`config.mk`:
```
export PLATFORM = sky130hd
export DESIGN_NAME = game_ctrl_flat
export DESIGN_NICKNAME = d
export VERILOG_FILES = /design/src/rtl/game_ctrl_pkg.sv /design/src/rtl/game_ctrl_if.sv /design/src/rtl/game_ctrl_key_edge.sv /design/src/rtl/game_ctrl.sv /design/src/flat_wrapper.sv
export SDC_FILE = /design/constraint.sdc
export NUM_CORES = 1
export LEC_CHECK = 0
export CORE_MARGIN = 8
export CORE_UTILIZATION = 25
export CTS_CLUSTER_DIAMETER = 80
export DETAILED_ROUTE_END_ITERATION = 16
export PLACE_DENSITY = 0.53
export SLEW_MARGIN = 15
export SYNTH_ARGS = -nofsm -noshare
export SYNTH_HDL_FRONTEND = slang
export SYNTH_SLANG_ARGS = --single-unit
```
`constraint.sdc`:
```
create_clock -name clk -period 3.2 [get_ports clk]
set_clock_uncertainty 0.05 [all_clocks]
set_input_delay 0.48 -clock clk [delete_from_list [all_inputs] [get_ports clk]]
set_output_delay 0.48 -clock clk [all_outputs]
set_load 0.005 [all_outputs]
```
`src/rtl/game_ctrl_pkg.sv`:
```
// rtl/game_ctrl_pkg.sv - shared types, constants and A/B scoring helper for the bulls-and-cows sequencer
package game_types;

    typedef enum logic [3:0] {
        S_IDLE        = 4'd0,
        S_SET_D3      = 4'd1,
        S_SET_D2      = 4'd2,
        S_SET_D1      = 4'd3,
        S_SET_D0      = 4'd4,
        S_GUESS_D3    = 4'd5,
        S_GUESS_D2    = 4'd6,
        S_GUESS_D1    = 4'd7,
        S_GUESS_D0    = 4'd8,
        S_SHOW_RESULT = 4'd9,
        S_WIN         = 4'd10,
        S_LOSE        = 4'd11
    } state_t;

    localparam int         NUM_DIGITS  = 4;
    localparam logic [3:0] DIGIT_BLANK = 4'hF;
    localparam logic [3:0] DIGIT_MAX   = 4'd9;

    typedef logic [NUM_DIGITS-1:0][3:0] digits_t;

    localparam digits_t DIGITS_BLANK = {NUM_DIGITS{DIGIT_BLANK}};

    // Returns {a[2:0], b[2:0]}; relies on digits within each entry being distinct.
    function automatic logic [5:0] ab_count(input digits_t target, input digits_t guess);
        logic [2:0] a;
        logic [2:0] b;
        a = 3'd0;
        b = 3'd0;
        for (int i = 0; i < NUM_DIGITS; i++) begin
            for (int j = 0; j < NUM_DIGITS; j++) begin
                if (guess[2'(i)] == target[2'(j)]) begin
                    if (i == j) a = a + 3'd1;
                    else        b = b + 3'd1;
                end
            end
        end
        return {a, b};
    endfunction

    function automatic logic [1:0] slot_of(input state_t s);
        case (s)
            S_SET_D3, S_GUESS_D3: return 2'd3;
            S_SET_D2, S_GUESS_D2: return 2'd2;
            S_SET_D1, S_GUESS_D1: return 2'd1;
            default:              return 2'd0;
        endcase
    endfunction

endpackage

```
`src/rtl/game_ctrl_if.sv`:
```
// rtl/game_ctrl_if.sv - key/switch inputs and display-facing outputs of the game sequencer
interface game_ctrl_if;
    import game_types::*;

    logic       key_ok_n;
    logic       key_back_n;
    logic [3:0] sw;
    state_t     state;
    logic       blink_on;
    digits_t    target;
    digits_t    guess;
    logic [3:0] candidate;
    logic       sw_valid;
    logic [2:0] chances;
    logic [2:0] a_cnt;
    logic [2:0] b_cnt;

    modport master (
        output key_ok_n, key_back_n, sw,
        input  state, blink_on, target, guess, candidate, sw_valid, chances, a_cnt, b_cnt
    );

    modport slave (
        input  key_ok_n, key_back_n, sw,
        output state, blink_on, target, guess, candidate, sw_valid, chances, a_cnt, b_cnt
    );

endinterface

```
`src/rtl/game_ctrl_key_edge.sv`:
```
// rtl/game_ctrl_key_edge.sv - one-cycle pulse on the press (1->0) edge of an active-low key level
module key_edge (
    input  logic clk,
    input  logic rst_n,
    input  logic key_n,
    output logic pulse
);

    logic level_q;

    // Primed as released so that leaving reset never looks like a press.
    always_ff @(posedge clk) begin
        if (!rst_n) level_q <= 1'b1;
        else        level_q <= key_n;
    end

    assign pulse = level_q & ~key_n;

endmodule

```
`src/rtl/game_ctrl.sv`:
```
// rtl/game_ctrl.sv - bulls-and-cows game sequencer: entry, scoring, chances and blink timing
module game_ctrl
    import game_types::*;
#(
    parameter int BLINK_DIV   = 12_500_000,
    parameter int MAX_CHANCES = 5
) (
    input  logic        clk,
    input  logic        rst_n,
    game_ctrl_if.slave  bus
);

    localparam int CNT_W = (BLINK_DIV > 1) ? $clog2(BLINK_DIV) : 1;
    localparam logic [CNT_W-1:0] BLINK_LAST = CNT_W'(BLINK_DIV - 1);

    logic ok_p;
    logic back_raw;
    logic back_p;

    key_edge u_ok_edge (
        .clk   (clk),
        .rst_n (rst_n),
        .key_n (bus.key_ok_n),
        .pulse (ok_p)
    );

    key_edge u_back_edge (
        .clk   (clk),
        .rst_n (rst_n),
        .key_n (bus.key_back_n),
        .pulse (back_raw)
    );

    assign back_p = back_raw & ~ok_p;

    state_t           state_q,   state_d;
    digits_t          target_q,  target_d;
    digits_t          guess_q,   guess_d;
    logic [2:0]       chances_q, chances_d;
    logic [2:0]       a_cnt_q,   a_cnt_d;
    logic [2:0]       b_cnt_q,   b_cnt_d;
    logic [CNT_W-1:0] blink_cnt_q, blink_cnt_d;
    logic             blink_q,   blink_d;

    logic       in_set;
    logic       in_guess;
    logic [1:0] slot;
    digits_t    entry;
    logic [3:0] sw;
    logic       sw_valid;

    assign sw = bus.sw;

    // Only slots above the active one can already hold a latched digit.
    always_comb begin
        in_set   = state_q inside {S_SET_D3, S_SET_D2, S_SET_D1, S_SET_D0};
        in_guess = state_q inside {S_GUESS_D3, S_GUESS_D2, S_GUESS_D1, S_GUESS_D0};
        slot     = slot_of(state_q);
        entry    = in_set ? target_q : guess_q;
        sw_valid = (in_set || in_guess) && (sw <= DIGIT_MAX);
        for (int i = 0; i < NUM_DIGITS; i++) begin
            if ((i > int'(slot)) && (entry[2'(i)] == sw)) sw_valid = 1'b0;
        end
    end

    always_comb begin
        state_d     = state_q;
        target_d    = target_q;
        guess_d     = guess_q;
        chances_d   = chances_q;
        a_cnt_d     = a_cnt_q;
        b_cnt_d     = b_cnt_q;
        blink_cnt_d = blink_cnt_q;
        blink_d     = blink_q;

        case (state_q)
            S_IDLE: begin
                if (ok_p) begin
                    state_d   = S_SET_D3;
                    target_d  = DIGITS_BLANK;
                    guess_d   = DIGITS_BLANK;
                    chances_d = 3'(MAX_CHANCES);
                end
            end

            S_SET_D3, S_SET_D2, S_SET_D1, S_SET_D0: begin
                if (ok_p) begin
                    if (sw_valid) begin
                        target_d[slot] = sw;
                        state_d        = state_t'(state_q + 4'd1);
                        if (slot == 2'd0) guess_d = DIGITS_BLANK;
                    end
                end else if (back_p && (slot != 2'd3)) begin
                    state_d                = state_t'(state_q - 4'd1);
                    target_d[slot + 2'd1]  = DIGIT_BLANK;
                end
            end

            S_GUESS_D3, S_GUESS_D2, S_GUESS_D1, S_GUESS_D0: begin
                if (ok_p) begin
                    if (sw_valid) begin
                        guess_d[slot] = sw;
                        state_d       = state_t'(state_q + 4'd1);
                        if (slot == 2'd0) begin
                            {a_cnt_d, b_cnt_d} = ab_count(target_q, guess_d);
                            if (chances_q != 3'd0) chances_d = chances_q - 3'd1;
                        end
                    end
                end else if (back_p && (slot != 2'd3)) begin
                    state_d               = state_t'(state_q - 4'd1);
                    guess_d[slot + 2'd1]  = DIGIT_BLANK;
                end
            end

            S_SHOW_RESULT: begin
                if (ok_p) begin
                    if (a_cnt_q == 3'd4) begin
                        state_d = S_WIN;
                    end else if (chances_q == 3'd0) begin
                        state_d = S_LOSE;
                    end else begin
                        state_d = S_GUESS_D3;
                        guess_d = DIGITS_BLANK;
                    end
                end
            end

            S_WIN, S_LOSE: begin
                if (ok_p) state_d = S_IDLE;
            end

            default: state_d = S_IDLE;
        endcase

        // Restart the blink phase on any state change so the new digit is lit at once.
        if (state_d != state_q) begin
            blink_cnt_d = '0;
            blink_d     = 1'b1;
        end else if (blink_cnt_q == BLINK_LAST) begin
            blink_cnt_d = '0;
            blink_d     = ~blink_q;
        end else begin
            blink_cnt_d = blink_cnt_q + CNT_W'(1);
        end
    end

    always_ff @(posedge clk) begin
        if (!rst_n) begin
            state_q     <= S_IDLE;
            target_q    <= DIGITS_BLANK;
            guess_q     <= DIGITS_BLANK;
            chances_q   <= 3'd0;
            a_cnt_q     <= 3'd0;
            b_cnt_q     <= 3'd0;
            blink_cnt_q <= '0;
            blink_q     <= 1'b1;
        end else begin
            state_q     <= state_d;
            target_q    <= target_d;
            guess_q     <= guess_d;
            chances_q   <= chances_d;
            a_cnt_q     <= a_cnt_d;
            b_cnt_q     <= b_cnt_d;
            blink_cnt_q <= blink_cnt_d;
            blink_q     <= blink_d;
        end
    end

    assign bus.state     = state_q;
    assign bus.blink_on  = blink_q;
    assign bus.target    = target_q;
    assign bus.guess     = guess_q;
    assign bus.candidate = sw;
    assign bus.sw_valid  = sw_valid;
    assign bus.chances   = chances_q;
    assign bus.a_cnt     = a_cnt_q;
    assign bus.b_cnt     = b_cnt_q;

endmodule

```
`src/flat_wrapper.sv`:
```
// flat-port wrapper written by rule: the top's interface ports become plain ports
module game_ctrl_flat import game_types::*;
#(
    parameter int BLINK_DIV   = 12_500_000,
    parameter int MAX_CHANCES = 5
)
  (clk, rst_n, bus_key_ok_n, bus_key_back_n, bus_sw, bus_state, bus_blink_on, bus_target, bus_guess, bus_candidate, bus_sw_valid, bus_chances, bus_a_cnt, bus_b_cnt);
  game_ctrl_if bus_i ();
  input  logic clk;
  input  logic rst_n;
  input wire logic [$bits(bus_i.key_ok_n)-1:0] bus_key_ok_n;
  input wire logic [$bits(bus_i.key_back_n)-1:0] bus_key_back_n;
  input wire logic [$bits(bus_i.sw)-1:0] bus_sw;
  output wire logic [$bits(bus_i.state)-1:0] bus_state;
  output wire logic [$bits(bus_i.blink_on)-1:0] bus_blink_on;
  output wire logic [$bits(bus_i.target)-1:0] bus_target;
  output wire logic [$bits(bus_i.guess)-1:0] bus_guess;
  output wire logic [$bits(bus_i.candidate)-1:0] bus_candidate;
  output wire logic [$bits(bus_i.sw_valid)-1:0] bus_sw_valid;
  output wire logic [$bits(bus_i.chances)-1:0] bus_chances;
  output wire logic [$bits(bus_i.a_cnt)-1:0] bus_a_cnt;
  output wire logic [$bits(bus_i.b_cnt)-1:0] bus_b_cnt;
  assign bus_i.key_ok_n = bus_key_ok_n;
  assign bus_i.key_back_n = bus_key_back_n;
  assign bus_i.sw = bus_sw;
  assign bus_state = bus_i.state;
  assign bus_blink_on = bus_i.blink_on;
  assign bus_target = bus_i.target;
  assign bus_guess = bus_i.guess;
  assign bus_candidate = bus_i.candidate;
  assign bus_sw_valid = bus_i.sw_valid;
  assign bus_chances = bus_i.chances;
  assign bus_a_cnt = bus_i.a_cnt;
  assign bus_b_cnt = bus_i.b_cnt;
  game_ctrl #(.BLINK_DIV(BLINK_DIV), .MAX_CHANCES(MAX_CHANCES)) u_core (.clk(clk), .rst_n(rst_n), .bus(bus_i));
endmodule
```
==> results of run 1 <==
-- flip-flops by register name, summed over array words and instances (netlist names) --
name                        count
u_core.bus.target              16
u_core.u_back_edge.level_q      1
u_core.bus.b_cnt                2
u_core.bus.blink_on             1
u_core.bus.a_cnt                2
u_core.bus.guess               16
u_core.bus.state                4
u_core.bus.chances              3
u_core.blink_cnt_q             24
u_core.u_ok_edge.level_q        1
-- worst max-delay path by stage --
stage	end	slack, ps	from	depth (start not counted)
after global placement	u_core.bus.blink_on	340	u_core.bus.state[0]	7
after detailed placement	u_core.blink_cnt_q[18]	310	bus_key_ok_n	9
after floorplan	u_core.bus.blink_on	550	u_core.bus.state[0]	10
final	bus_sw_valid	240	u_core.bus.state[0]	4
after CTS	bus_sw_valid	200	u_core.bus.state[0]	4
after global routing	u_core.bus.guess[9]	50	u_core.bus.state[0]	7
-- cells in the mapped netlist (7+ instances only) --
library cell	instances	area [um2]
nor3_1	16	80.08
xor2_1	16	140.1
nor2_1	20	75.07
buf_2	11	55.05
or2_2	9	56.30
nor4_1	13	81.33
nand4_1	7	43.79
nand3_1	13	65.06
buf_4	8	60.06
xnor2_1	9	78.83
o21ai_0	19	95.09
ha_1	7	87.58
o22a_1	8	70.07
nand3b_1	16	120.1
nand2_1	24	90.09
a21oi_1	8	40.04
inv_1	10	37.54
dfxtp_1	70	1401
-- area by class of cell --
type                       count  area [um2]  share of cell area
sequential                    70        1401              0.3076
clock buffer                  14       284.0             0.06235
tap                          180       225.2             0.04944
clock inverter                 2       37.54            0.008239
multi-input combinational    280        1899              0.4169
timing repair buffer          69       670.6              0.1472
inverter                      10       37.54            0.008239
-- per-stage QoR --
step                utilization  std cells  total power [mW]
floorplan                     -        386             1.768
global placement         0.3086        609             2.115
detailed placement       0.3086        609             2.125
CTS                      0.3321        625             3.202
global route             0.3321        625             3.364
finish                   0.3321        625             3.177
-- kinds of logic after synthesis --
logic type / Yosys count / share of synthesized area
buf+inv: 36 / 0.05216
mux: 6 / 0.01727
flops: 70 / 0.4029
simple gates: 165 / 0.2809
fa+ha+maj: 7 / 0.02518
compound gates: 75 / 0.1576
xor+xnor: 25 / 0.06295
other cells: 1 / 0.001078
-- per-layer routing --
layer  vias to the layer above  track usage  routed length (um)
li1                       1496            -                   -
met1                      1408       0.1389                4476
met2                        75       0.1558                3987
met3                        15      0.03141                 595
met4                         0      0.05053                 174
met5                         -            0                   0
-- power by group through the flow --
stage	clock network [mW]	registers, mW	logic [mW]
after global placement	0	0.956	1.16
after CTS	1.09	0.939	1.17
after detailed placement	0	0.958	1.17
after global routing	1.12	0.943	1.30
final	1.05	0.939	1.19
after floorplan	0	0.949	0.819
-- worst max-delay path, stage by stage (launching register included) --
cell	delay, ps
dfxtp_1	460
ha_1	560
a21oi_4	120
nor3_1	350
clkdlybuf4s50_1	590
==> metrics.cfg, run 1 <==
[final_layout]
finalNetCount = 455
fillers = 1409
layout_commonest_cell = dfxtp_1
stdcell_area_mm2 = 0.004556
area_growth_pct = 30.97
drive_gt1_frac = 0.1101
mostFrequentLayoutCells = dfxtp_1 (70), clkdlybuf4s50_1 (56), nand2_1 (24)
diodes = 0

[place]
dp_hpwl_um = 6657
finalWeightedCongestion = 0.8488
pre_cts_ws_ps = 311.6
port_buffers = 56
placed_area_mm2 = 0.004234

[synthesis]
synth_edf_count = 0
synth_seq_cells = 70
synth_cell_type_count = 59
synthCells = 385
yosys_warnings = 0
synthFlopType = dfxtp_1
async_flop_share = 0
postSynthAreaPerCell_um2 = 9.035
synth_area_mm2 = 0.003478
synth-seq-area-share = 0.4029

[floorplanning]
num_rows = 43
core_mm2 = 0.01372
die_height_um = 134.0
initial_utilization = 0.2535
die-area_mm2 = 0.01794
die_w_um = 134.0
io_pins = 59

[clock_network]
insertion_delay_ps = 340
cts.clk_slew.worst_paths_ps = 60
clkSinkCount = 70
cts_resized = 0
htreeDepth = 3
cts_hold_buf = 0
post_cts_buffers = 0
cts.path.max_buffers = 2
cts_made_buffers = 9
tritoncts = done
cts-root-buf = clkbuf_16

[worst_setup_path]
worst_ep_arrival_time_ps = 2430
regToRegStartpoint = u_core.bus.state[0]
r2r_slack_ps = 300
critical_path_class = register to output pin
cp-start-kind = register
crit_fanout = 13
required_ps = 2670
reg2regPathDepth = 9
r2r_end = u_core.blink_cnt_q[17]
crit_path_end_kind = output pin

[drt]
drt-wirelength-per-cell_um = 14.77
dr_total_vias = 2994
drc_errors = 0
vias_per_cell = 4.790
drtIter0Drc = 172
drt-pass1-iter-count = 5
drtAntennaViolNets = 0
wl_um = 9233

[power]
p_int_mw = 2.016
clockPowerShare = 0.331
power_density_mw_per_mm2 = 697.3
power_frac_seq = 0.295
p_comb_frac = 0.373
swShare = 0.3654
p_leak_nw = 1.596
peakVddDrop_mv = 0.2726
net-switching-power_mw = 1.161

[timing]
fmax_ghz = 0.3384
finalCriticalPeriod_ps = 2955
tightest_slew_ps = 1009
rsz0062_at_grt = false
setup_viol = 0
fin_hold_ws_ps = 389.7
hold_viol_final = 0
tns_ps = 0
slew_viol_final = 0
fin_crit_sh = 0.9234
relSlewSlack = 0.3251
finalWorstSetupSlack_ps = 245.0

[run_status]
status = completed

[worst_hold_path]
holdPathStages = 1
hold_class = register to register
min_to = u_core.bus.target[2]
worstHoldStart = u_core.bus.target[2]

[grt]
grt_overflow_total = 0
grt_pass1_wl_um = 15180
track_usage = 0.1061
grt_max_degree = 32
first_global_vias = 2915
antenna_found_initial = 0

[job]
cap_violations = 0

(Power assumes the default switching activity.)
==> run 2: changes to the inputs <==
Clock period 3.2 ns to 3.3 ns, I/O delays scaled along.
==> run 2 against run 1 <==
Clock-buffer cell count shrank 5. Wire length shrank 3.3%. Sequential power shrank 2.8%. Core utilization shrank 0.47 points. Final cell count shrank 0.32%. Clock power shrank 19%. Largest power group unchanged. Highest routed layer unchanged.
==> metrics.cfg, run 2 (same netlist as run 1, synthesis figures left out) <==
[clock_network]
cts.clk_slew.worst_paths_ps = 60
post_cts_buffers = 0
clkSinkCount = 70
cts.path.max_buffers = 2
cts-root-buf = clkbuf_16
insertion_delay_ps = 330
tritoncts = done
cts_hold_buf = 0
cts_made_buffers = 9
htreeDepth = 3
cts_resized = 0

[place]
placed_area_mm2 = 0.004227
pre_cts_ws_ps = 343.0
port_buffers = 56
dp_hpwl_um = 6609
dp_cells = 608
finalWeightedCongestion = 0.7952

[grt]
grt_overflow_total = 0
grt_pass1_wl_um = 14930
first_global_vias = 2967
antenna_found_initial = 0
grt_max_degree = 32
track_usage = 0.1015

[worst_hold_path]
hold_class = register to register

[timing]
fin_crit_sh = 0.8761
setup_viol = 0
tns_ps = 0
tightest_slew_ps = 997.3
finalWorstSetupSlack_ps = 408.9
rsz0062_at_grt = false
slew_viol_final = 0
hold_viol_final = 0
fin_hold_ws_ps = 392.7
relSlewSlack = 0.3327
fmax_ghz = 0.3459
finalCriticalPeriod_ps = 2891

[final_layout]
fin_util = 0.3274
largest_reg_flops = 24
mostFrequentLayoutCells = dfxtp_1 (70), clkdlybuf4s50_1 (56), nand2_1 (24)
diodes = 0
layout_commonest_cell = dfxtp_1
stdcell_area_mm2 = 0.004492
finalNetCount = 454
stdcell_count = 623
area_growth_pct = 29.14
regMostFlops = u_core.blink_cnt_q
drive_gt1_frac = 0.1084

[drt]
drtAntennaViolNets = 0
dr_total_vias = 3021
drtIter0Drc = 167
drc_errors = 0
drt-pass1-iter-count = 4
vias_per_cell = 4.849
wl_um = 8930
drt-wirelength-per-cell_um = 14.33

[worst_setup_path]
crit_fanout = 13
cp-start-kind = register
required_ps = 2750
reg2regPathDepth = 8
crit_end = bus_sw_valid
regToRegStartpoint = u_core.bus.state[1]
critical_path_class = register to output pin
startpoint = u_core.bus.state[1]
worst_ep_arrival_time_ps = 2350
r2r_slack_ps = 460
r2r_end = u_core.bus.guess[8]
crit_path_end_kind = output pin

[power]
p_leak_nw = 1.557
power_density_mw_per_mm2 = 647.7
power_mw = 2.909
peakVddDrop_mv = 0.3394

[floorplanning]
die-area_mm2 = 0.01794
die_height_um = 134.0
core_mm2 = 0.01372
initial_utilization = 0.2535
num_rows = 43
io_pins = 59
die_w_um = 134.0

[run_status]
status = completed

[job]
cap_violations = 0

[run 2: power breakdown]
part	leakage [nW]	switching [mW]	total, mW	internal, mW
logic	0.871	0.715	1.14	0.425
clock network	0.119	0.355	0.855	0.500
registers	0.567	0.0365	0.913	0.877
[run 2: critical path: stages (launching register included)]
cell	delay [ps]
dfxtp_1	310
inv_1	130
ha_1	550
a21oi_4	110
nor3_1	340
clkdlybuf4s50_1	580
[run 2: how the worst min path moves through the flow]
stage | cells after the start | end | startpoint | slack (ps)
4_1_cts | 1 | u_core.bus.target[1] | u_core.bus.target[1] | 400
2_1_floorplan | 1 | u_core.bus.guess[2] | u_core.bus.guess[2] | 390
3_5_place_dp | 1 | u_core.bus.target[4] | u_core.bus.target[4] | 380
3_3_place_gp | 1 | u_core.bus.target[1] | u_core.bus.target[1] | 380
6_report | 1 | u_core.bus.target[10] | u_core.bus.target[10] | 390
5_1_grt | 1 | u_core.bus.target[1] | u_core.bus.target[1] | 410
[run 2: layer usage]
metal  track usage  vias up  wire [um]
met5             0        -          0
met4       0.03743        0        119
met3       0.03141       10        649
met2        0.1569      105       4027
met1        0.1297     1402       4134
li1              -     1504          -
[run 2: layout make-up]
class                   count  area, um2
clock inverters             6      40.04
clock buffers               9      225.2
well taps                 180      225.2
fillers                  1444       9228
inverters                  10      37.54
repair buffers             68      663.1
flip-flops and latches     70       1401
multi-input cells         280       1899
